### src/rtl/axis_frame_len_rx.sv
// AXI-stream frame receiver: registers beats through to the output port and
// reports one {length, bad} status word per completed frame.
module axis_frame_len_rx #(
    parameter int unsigned DATA_WIDTH = 8,
    parameter int unsigned LEN_WIDTH  = 16,
    parameter int unsigned MAX_LEN    = 1518
) (
    input  logic                  clk,
    input  logic                  rst,
    input  logic [DATA_WIDTH-1:0] input_axis_tdata,
    input  logic                  input_axis_tvalid,
    output logic                  input_axis_tready,
    input  logic                  input_axis_tlast,
    input  logic                  input_axis_tuser,
    output logic [DATA_WIDTH-1:0] output_axis_tdata,
    output logic                  output_axis_tvalid,
    input  logic                  output_axis_tready,
    output logic                  output_axis_tlast,
    output logic                  output_axis_tuser,
    output logic                  status_valid,
    input  logic                  status_ready,
    output logic [LEN_WIDTH-1:0]  status_len,
    output logic                  status_bad
);

    typedef enum logic {
        IDLE     = 1'b0,
        IN_FRAME = 1'b1
    } state_t;

    state_t                state_q, state_d;
    logic [LEN_WIDTH-1:0]  len_cnt_q, len_cnt_d;
    logic                  bad_acc_q, bad_acc_d;
    logic [DATA_WIDTH-1:0] tdata_q, tdata_d;
    logic                  tvalid_q, tvalid_d;
    logic                  tlast_q, tlast_d;
    logic                  tuser_q, tuser_d;
    logic                  st_valid_q, st_valid_d;
    logic [LEN_WIDTH-1:0]  st_len_q, st_len_d;
    logic                  st_bad_q, st_bad_d;

    logic                  in_ready;
    logic                  acc;
    logic [LEN_WIDTH-1:0]  nxt_len;
    logic                  beat_bad;

    // Handshake, counting and status capture.
    always_comb begin
        state_d    = state_q;
        len_cnt_d  = len_cnt_q;
        bad_acc_d  = bad_acc_q;
        tdata_d    = tdata_q;
        tvalid_d   = tvalid_q;
        tlast_d    = tlast_q;
        tuser_d    = tuser_q;
        st_valid_d = st_valid_q;
        st_len_d   = st_len_q;
        st_bad_d   = st_bad_q;

        // A pending unconsumed status word blocks input so it can never be overwritten.
        in_ready = (output_axis_tready | ~tvalid_q) & ~(st_valid_q & ~status_ready);
        acc      = input_axis_tvalid & in_ready;
        nxt_len  = (len_cnt_q == '1) ? len_cnt_q : len_cnt_q + LEN_WIDTH'(1);
        beat_bad = bad_acc_q | input_axis_tuser | (32'(nxt_len) > MAX_LEN);

        if (acc) begin
            tdata_d  = input_axis_tdata;
            tvalid_d = 1'b1;
            tlast_d  = input_axis_tlast;
            tuser_d  = input_axis_tuser;
        end else if (output_axis_tready) begin
            tvalid_d = 1'b0;
        end

        if (st_valid_q & status_ready) begin
            st_valid_d = 1'b0;
        end

        if (acc) begin
            if (input_axis_tlast) begin
                st_len_d   = nxt_len;
                st_bad_d   = beat_bad;
                st_valid_d = 1'b1;
                len_cnt_d  = '0;
                bad_acc_d  = 1'b0;
                state_d    = IDLE;
            end else begin
                len_cnt_d  = nxt_len;
                bad_acc_d  = beat_bad;
                state_d    = IN_FRAME;
            end
        end
    end

    always_ff @(posedge clk or negedge rst) begin
        if (!rst) begin
            state_q    <= IDLE;
            len_cnt_q  <= '0;
            bad_acc_q  <= 1'b0;
            tdata_q    <= '0;
            tvalid_q   <= 1'b0;
            tlast_q    <= 1'b0;
            tuser_q    <= 1'b0;
            st_valid_q <= 1'b0;
            st_len_q   <= '0;
            st_bad_q   <= 1'b0;
        end else begin
            state_q    <= state_d;
            len_cnt_q  <= len_cnt_d;
            bad_acc_q  <= bad_acc_d;
            tdata_q    <= tdata_d;
            tvalid_q   <= tvalid_d;
            tlast_q    <= tlast_d;
            tuser_q    <= tuser_d;
            st_valid_q <= st_valid_d;
            st_len_q   <= st_len_d;
            st_bad_q   <= st_bad_d;
        end
    end

    assign input_axis_tready  = in_ready;
    assign output_axis_tdata  = tdata_q;
    assign output_axis_tvalid = tvalid_q;
    assign output_axis_tlast  = tlast_q;
    assign output_axis_tuser  = tuser_q;
    assign status_valid       = st_valid_q;
    assign status_len         = st_len_q;
    assign status_bad         = st_bad_q;

endmodule
### config.mk
export PLATFORM = sky130hd
export DESIGN_NAME = axis_frame_len_rx
export DESIGN_NICKNAME = d
export VERILOG_FILES = /design/src/rtl/axis_frame_len_rx.sv
export SDC_FILE = /design/constraint.sdc
export NUM_CORES = 1
export LEC_CHECK = 0
export CORE_MARGIN = 2
export CORE_UTILIZATION = 45
export CTS_CLUSTER_SIZE = 8
export DETAILED_ROUTE_END_ITERATION = 12
export PLACE_DENSITY = 0.73
export REMOVE_ABC_BUFFERS = 1
export SYNTH_ARGS = -nofsm -noshare
export SYNTH_HDL_FRONTEND = slang
export SYNTH_SLANG_ARGS = --single-unit
### constraint.sdc
create_clock -name clk -period 2.2 [get_ports clk]
set_clock_uncertainty 0.05 [all_clocks]
set_input_delay 0.22 -clock clk [delete_from_list [all_inputs] [get_ports clk]]
set_output_delay 0.22 -clock clk [all_outputs]
set_load 0.01 [all_outputs]
==> results.md, run 1 <==
* CP Max Fanout at 4
* CTS sink count at between 40 and 50
* Placed cell area at between 3000 and 4000 sq um
* EDFF count, synth at 0
* Drt drc at 0
* Critical path capture point type: register
* Final Setup Violations at 2
* I/O pin count at 45
* Cell Area, Synth at 2490 sq um
* Top Family by Delay on Critical Path: compound AO/OA/AOI/OAI gates
* CP Buf/Inv Count at 2
* Worst Tran Pin Value at 0.533 ns
* Static Leakage at 1.57 nW
* Max-slew violations at 0
* Die width at between 70 and 80 um
* CP max-delay cell: dfrtp_1
* Clk_lat worst skew at around 0.30 ns
* Yosys warnings at 0
* CP startpoint kind: register
* Largest family of logic cells by synthesized area: simple AND/OR/NAND/NOR gates
* Register share of total power at 0.424
* HP Class: primary input to async pin
* Die H at 78.4 um
* WS Path Type: register to register
* Simple-gate share of the synthesized area at 0.258
* Synth Area in Adders at 0.00503
* CTS tree: yes
* Max-cap violation count at 0
* Final Hold Fails at 0
* TritonCTS buffer count at 5
* Final Util at 0.667
* Area Overhead vs Synth at 45.6%
* Synth cell types at just over 50
* Clk slew on worst S/H paths at 0.09 ns
* Top cell type's share of synthesized area at 0.462
* GPL Wtd Cong at 0.896
* Crit share post-route at 1.06
* Area leader, netlist: dfrtp_1
* Failing checks: setup timing
* Clock share of power at 0.341
* Mean Syn Cell Area at between 8 and 9 sq um
* Vias in the first global route at around 2.3k
* Clk root buf: clkbuf_8
* FP Rows at 27
* Outcome: complete, but fails checks
* Minimum clock period at 2.34 ns
* Asr flop ratio synth at 1.00
* Number of synthesized register bits at between 40 and 50
* Post-Route WL at between 6000 and 7000 um
* Slew headroom at 0.644
* Net Sw Frac at 0.261
* Top_reg_cell synth: dfrtp_1
* Share of cells above drive strength 1 at 0.287
* Post-synthesis mux area share at 0.00452
* Comb power frac at 0.235
* Cell Chain, Critical Path: buf_6 -> ha_4 -> nand4_4 -> buf_6 -> or3_4 -> a211oi_2 -> xnor2_1 -> o31ai_2 -> o21ai_4 -> a41oi_2
* WP data arrival at approximately 2.5 ns
* Nets at about 380
* Core Area at between 5000 and 6000 sq um
* Hold slack at approximately 0.37 ns
* Post-DR vias/cell at roughly 5.4
* Post-route ant nets at 0
* Most frequent cells in the layout: 65 x nand2_1, 46 x buf_4, 44 x dfrtp_1
* Setup TNS at -0.244 ns
* Internal at between 1.5 and 2 mW
* CTS Buffer Depth at 2
* Worst EP required at between 2 and 2.5 ns
* Remaining Overflow, GRT at 0
* DR pass1 iterations at 5
* Initial Util at 0.458
* DR vias at between 2k and 2.5k
* Peak supply drop at 0.346 mV
* IO Port Bufs at 44
* Global-route wire length before repair at about 11000 um
* Pwr dens at 634 nW/um^2
* Initial DRC Count at approximately 130
* Mapped Cells at ~280
* Most frequent CP cell: buf_6
* Net switching power at 0.600 mW
* Routed len/inst at around 15 um
* Post-Layout Inst Area at around 3600 sq um
* GRT Util Overall at 0.230
* Ant diodes at 0
* Largest net degree at the start of global routing at 34
* Initial antenna violation count at 0
* Dpl hpwl at 4570 um
* Seq/Total Area, Yosys at 0.462
* Htree depth at 2
* Unrepaired setup endpoints after global routing: yes
* Top post-synthesis cells by area: dfrtp_1 46%, nand2_1 9.8%, o21ai_0 5.8%, nor2_1 3.2%, o31ai_1 2.7%
* Worst path max stage delay at between 0.3 and 0.4 ns
* Most common cell after layout, fill and taps aside: nand2_1
* Synth Area in Compound Gates at 0.172
* Fmax at between 400 and 500 MHz
* Die area at approximately 6100 sq um
* XOR/XNOR share of the synthesized area at 0.0387
* Total power at between 2 and 2.5 mW
* Setup WS post-layout at -0.141 ns
-- cells by family after synthesis --
family                   after synthesis
buffers and inverters                 22
flip-flops                            46
adder cells (fa/ha/maj)                1
AND/OR/NAND/NOR                      129
AO/OA/AOI/OAI                         67
XOR/XNOR                              11
multiplexers                           1
-- path summary, 6_finish.rpt --
| path | endpoint | startpoint | slack, ns | depth (start not counted) |
|---|---|---|---|---|
| min in group clk | output_axis_tdata[3] | input_axis_tdata[3] | 0.38 | 3 |
| worst max-delay path | status_bad | len_cnt_q[1] | -0.14 | 10 |
| worst max register to register | status_bad | len_cnt_q[1] | -0.14 | 10 |
| max in group asynchronous | status_bad | rst | 1.22 | 3 |
| worst min-delay path | output_axis_tdata[0] | rst | 0.37 | 2 |
| worst min register to register | status_len[4] | status_len[4] | 0.43 | 2 |
-- flip-flops by register name, indices dropped and copies added, names as in the netlist --
| signal | cells |
|---|---|
| output_axis_tdata | 8 |
| bad_acc_q | 1 |
| status_len | 16 |
| status_bad | 1 |
| output_axis_tlast | 1 |
| status_valid | 1 |
| len_cnt_q | 16 |
| output_axis_tuser | 1 |
| output_axis_tvalid | 1 |
-- routing by layer --
metal,vias to the layer above,wire [um],track usage
li1,1127,-,-
met1,1103,2970,0.301
met2,94,3220,0.371
met3,17,347,0.0609
met4,0,130,0.0807
met5,-,0,0
-- final cells by class --
cell class	instances	area, sq um
Fill cell	439	1810
Multi-Input combinational cell	209	1350
Sequential cell	46	1150
Timing Repair Buffer	97	876
Tap cell	72	90.1
Clock buffer	6	82.6
Clock inverter	2	60.1
Inverter	3	11.3
-- per-stage QoR --
stage               setup WS [ns]  cells
CTS                        -0.121    430
global route               -0.238    435
global placement           -0.148    417
detailed placement         -0.175    417
finish                     -0.141    435
floorplan                  -0.234    258
-- worst register-to-register path: stages, from the launching register on --
cell and delay (ns):
dfrtp_1 0.38, buf_6 0.11, ha_4 0.15, nand4_4 0.10, buf_6 0.15, or3_4 0.34, a211oi_2 0.22, xnor2_1 0.13
o31ai_2 0.36, o21ai_4 0.12, a41oi_2 0.16
-- repair_timing --
action | in CTS | in global routing
endpoints found under the setup margin | 2 | 10
gates resized for setup | 24 | 13
hold buffers | 1 | 0
endpoints found under the hold margin | 22 | 0
pin swaps | 13 | 9
buffers inserted | 5 | 5
-- power by group through the flow --
stage                     Clock (mW)  Sequential (mW)  Combinational (mW)
final                          0.783            0.975               0.540
after global routing           0.839            0.984               0.589
after CTS                      0.794            0.975               0.532
after detailed placement           0            0.984               0.471
after global placement             0            0.980               0.469
after floorplan                    0             1.02               0.142
-- cell usage after synthesis (3+ instances only) --
cell type / n
dfrtp_1: 46
clkbuf_1: 6
nand3_1: 7
and3_2: 3
o21ai_0: 29
nor3_1: 3
nand4_1: 3
o31ai_1: 9
nand2_1: 65
inv_1: 3
nor2_1: 21
and3_1: 3
a21oi_1: 12
a31oi_1: 4
xor2_1: 4
buf_4: 3
xnor2_1: 7
buf_6: 6
buf_2: 3
(Power assumes the default switching activity.)
==> run 2, diff against run 1 <==
--- a/config.mk
+++ b/config.mk
@@ -9,7 +9,7 @@
 export CORE_UTILIZATION = 45
 export CTS_CLUSTER_SIZE = 8
 export DETAILED_ROUTE_END_ITERATION = 12
-export PLACE_DENSITY = 0.73
+export PLACE_DENSITY = 0.77
 export REMOVE_ABC_BUFFERS = 1
 export SYNTH_ARGS = -nofsm -noshare
 export SYNTH_HDL_FRONTEND = slang
==> results.md, run 2 (synthesis gave the netlist of run 1 again) <==
* Setup TNS at -0.0779 ns (+0.166 ns)
* Slew headroom at 0.540 (-0.104)
* Largest net degree at the start of global routing at 47 (+38%)
* M3 GR Usage at 0.0425 (-0.0184)
* CP startpoint kind: register
* Initial DRC Count at 159 (+20%)
* Final Hold Fails at 0 (unchanged)
* Static Leakage at 1.47 nW (-6.3%)
* WP data arrival at 2.38 ns (-0.13 ns)
* CP Buf/Inv Count at 0 (-2)
* WS Path Type: register to register
* Fmax at 444 MHz (+4.0%)
* Crit share post-route at 1.02 (-0.0408)
* Post-route ant nets at 0 (unchanged)
* Initial Util at 0.458 (unchanged)
* Die width at 78.4 um (unchanged)
* Minimum clock period at 2.25 ns (-0.0897 ns)
* Failing checks: setup timing
* Max-cap violation count at 0 (unchanged)
* Most Crowded Layer GR: met2
* Post-Route WL at 6510 um (-2.4%)
* CP max-delay cell: or4_4
* Worst EP required at 2.33 ns (-0.04 ns)
* Vias in the first global route at 2256 (-1.5%)
* Most frequent cells in the layout: 65 x nand2_1, 43 x clkdlybuf4s50_1, 43 x buf_4
* Clk root buf: clkbuf_8
* Post-DR vias/cell at 5.38 (about the same)
* Die H at 78.4 um (unchanged)
* Critical path depth at 5 (-5)
* Total power at 1.97 mW (-14%)
* IO Port Bufs at 44 (unchanged)
* Clk slew on worst S/H paths at 0.09 ns (about the same)
* GRT Util Overall at 0.226 (-0.00458)
* Most frequent CP cell: or4_4
* Clk_lat worst skew at 0.30 ns (about the same)
* Max-slew violations at 0 (unchanged)
* Dpl hpwl at 4680 um (+2.4%)
* Placed insts at 413 (-0.96%)
* FP Rows at 27 (unchanged)
* Htree depth at 2 (unchanged)
* Die area at 6140 sq um (unchanged)
* DR vias at 2294 (-2.0%)
* TritonCTS buffer count at 5 (unchanged)
* Worst path max stage delay at 0.54 ns (+0.16 ns)
* Routed len/inst at 15.3 um (-0.34%)
* Place WS at -0.163 ns (+0.0123 ns)
* Final Setup Violations at 2 (unchanged)
* HP Class: primary input to register
* DR pass1 iterations at 4 (-1)
* CTS sink count at 46 (unchanged)
* I/O pin count at 45 (unchanged)
* Initial antenna violation count at 0 (unchanged)
* Core Area at 5440 sq um (unchanged)
* Fin cells at 426 (-2.1%)
* Hold Crit Depth at 3
* Global-route met2 utilization at 0.369 (-0.00172)
* GR Util met1 at 0.301 (about the same)
* Global-route wire length before repair at 10800 um (-2.1%)
* Worst Tran Pin Value at 0.681 ns (+0.148 ns)
* Area Overhead vs Synth at 37.4%
* Cell Chain, Critical Path: or3b_4 -> or4_4 -> or4_4 -> o21ai_4 -> a41oi_2
* Peak supply drop at 0.329 mV (-4.9%)
* Pwr dens at 577 nW/um^2 (-9.0%)
* Setup WS post-layout at -0.0510 ns (+0.0897 ns)
* Nets at 370 (-2.1%)
* Ant diodes at 0 (unchanged)
* CTS tree: yes
* # fillers at 471 (+7.3%)
* Most common cell after layout, fill and taps aside: nand2_1
* CTS Buffer Depth at 2 (unchanged)
* R2r worst-path depth at 5 (-5)
* Top Family by Delay on Critical Path: simple AND/OR/NAND/NOR gates
* Drt drc at 0 (unchanged)
* Share of cells above drive strength 1 at 0.260 (-0.0266)
* CP Max Fanout at 4 (unchanged)
* Outcome: complete, but fails checks
* Unrepaired setup endpoints after global routing: yes
* Critical path capture point type: register
* GPL Wtd Cong at 0.895 (-0.12%)
* Remaining Overflow, GRT at 0 (unchanged)
run 2: timing repair:
action / 4_1_cts / 5_1_grt
gates cloned: 0 / 0
hold buffers: 1 / 0
endpoints found under the setup margin: 2 / 6
setup buffers: 3 / 2
resized for setup: 13 / 15
pin swaps: 8 / 5
hold endpoints to repair: 46 / 0
run 2: cell type report:
type                            count  area (sq um)  share of cell area
Inverter                            3          11.3             0.00329
Timing Repair Buffer               89           788               0.230
Clock buffer                        5          68.8              0.0201
Multi-Input combinational cell    209          1290               0.377
Sequential cell                    46          1160               0.338
Tap cell                           72          90.1              0.0263
Clock inverter                      2          15.0             0.00439
run 2: worst min-delay path, cell delays in order:
cell and delay, ns:
clkdlybuf4s50_1 0.40, nand2_1 0.05, nand2_1 0.04
run 2: through the flow:
step / util / hold slack [ns] / instance area [sq um]
final: 0.629 / 0.389 / 3420
after CTS: 0.615 / 0.382 / 3350
after global placement: 0.583 / 0.295 / 3170
after global routing: 0.629 / 0.383 / 3420
after detailed placement: 0.583 / 0.308 / 3170
after floorplan: - / -0.126 / 2350
run 2: layer usage:
layer  up-vias  share of wire
met5         -              0
met4         0          0.026
met3        15          0.048
met2        79           0.47
met1      1089           0.46
li1       1111              -
run 2: power by group:
part | switching, mW | internal [mW] | leakage (nW)
logic | 0.232 | 0.249 | 0.829
clock network | 0.300 | 0.218 | 0.0362
registers | 0.0511 | 0.922 | 0.606
total | 0.583 | 1.39 | 1.47
run 2: path summary, 6_finish.rpt:
kind	to	from	slack (ns)
min in group asynchronous	output_axis_tdata[2]	rst	0.47
worst max-delay path	status_bad	len_cnt_q[9]	-0.05
worst min-delay path	output_axis_tdata[2]	input_axis_tdata[2]	0.39
worst min register to register	status_len[5]	status_len[5]	0.43
max in group asynchronous	len_cnt_q[12]	rst	1.18
worst max register to register	status_bad	len_cnt_q[9]	-0.05
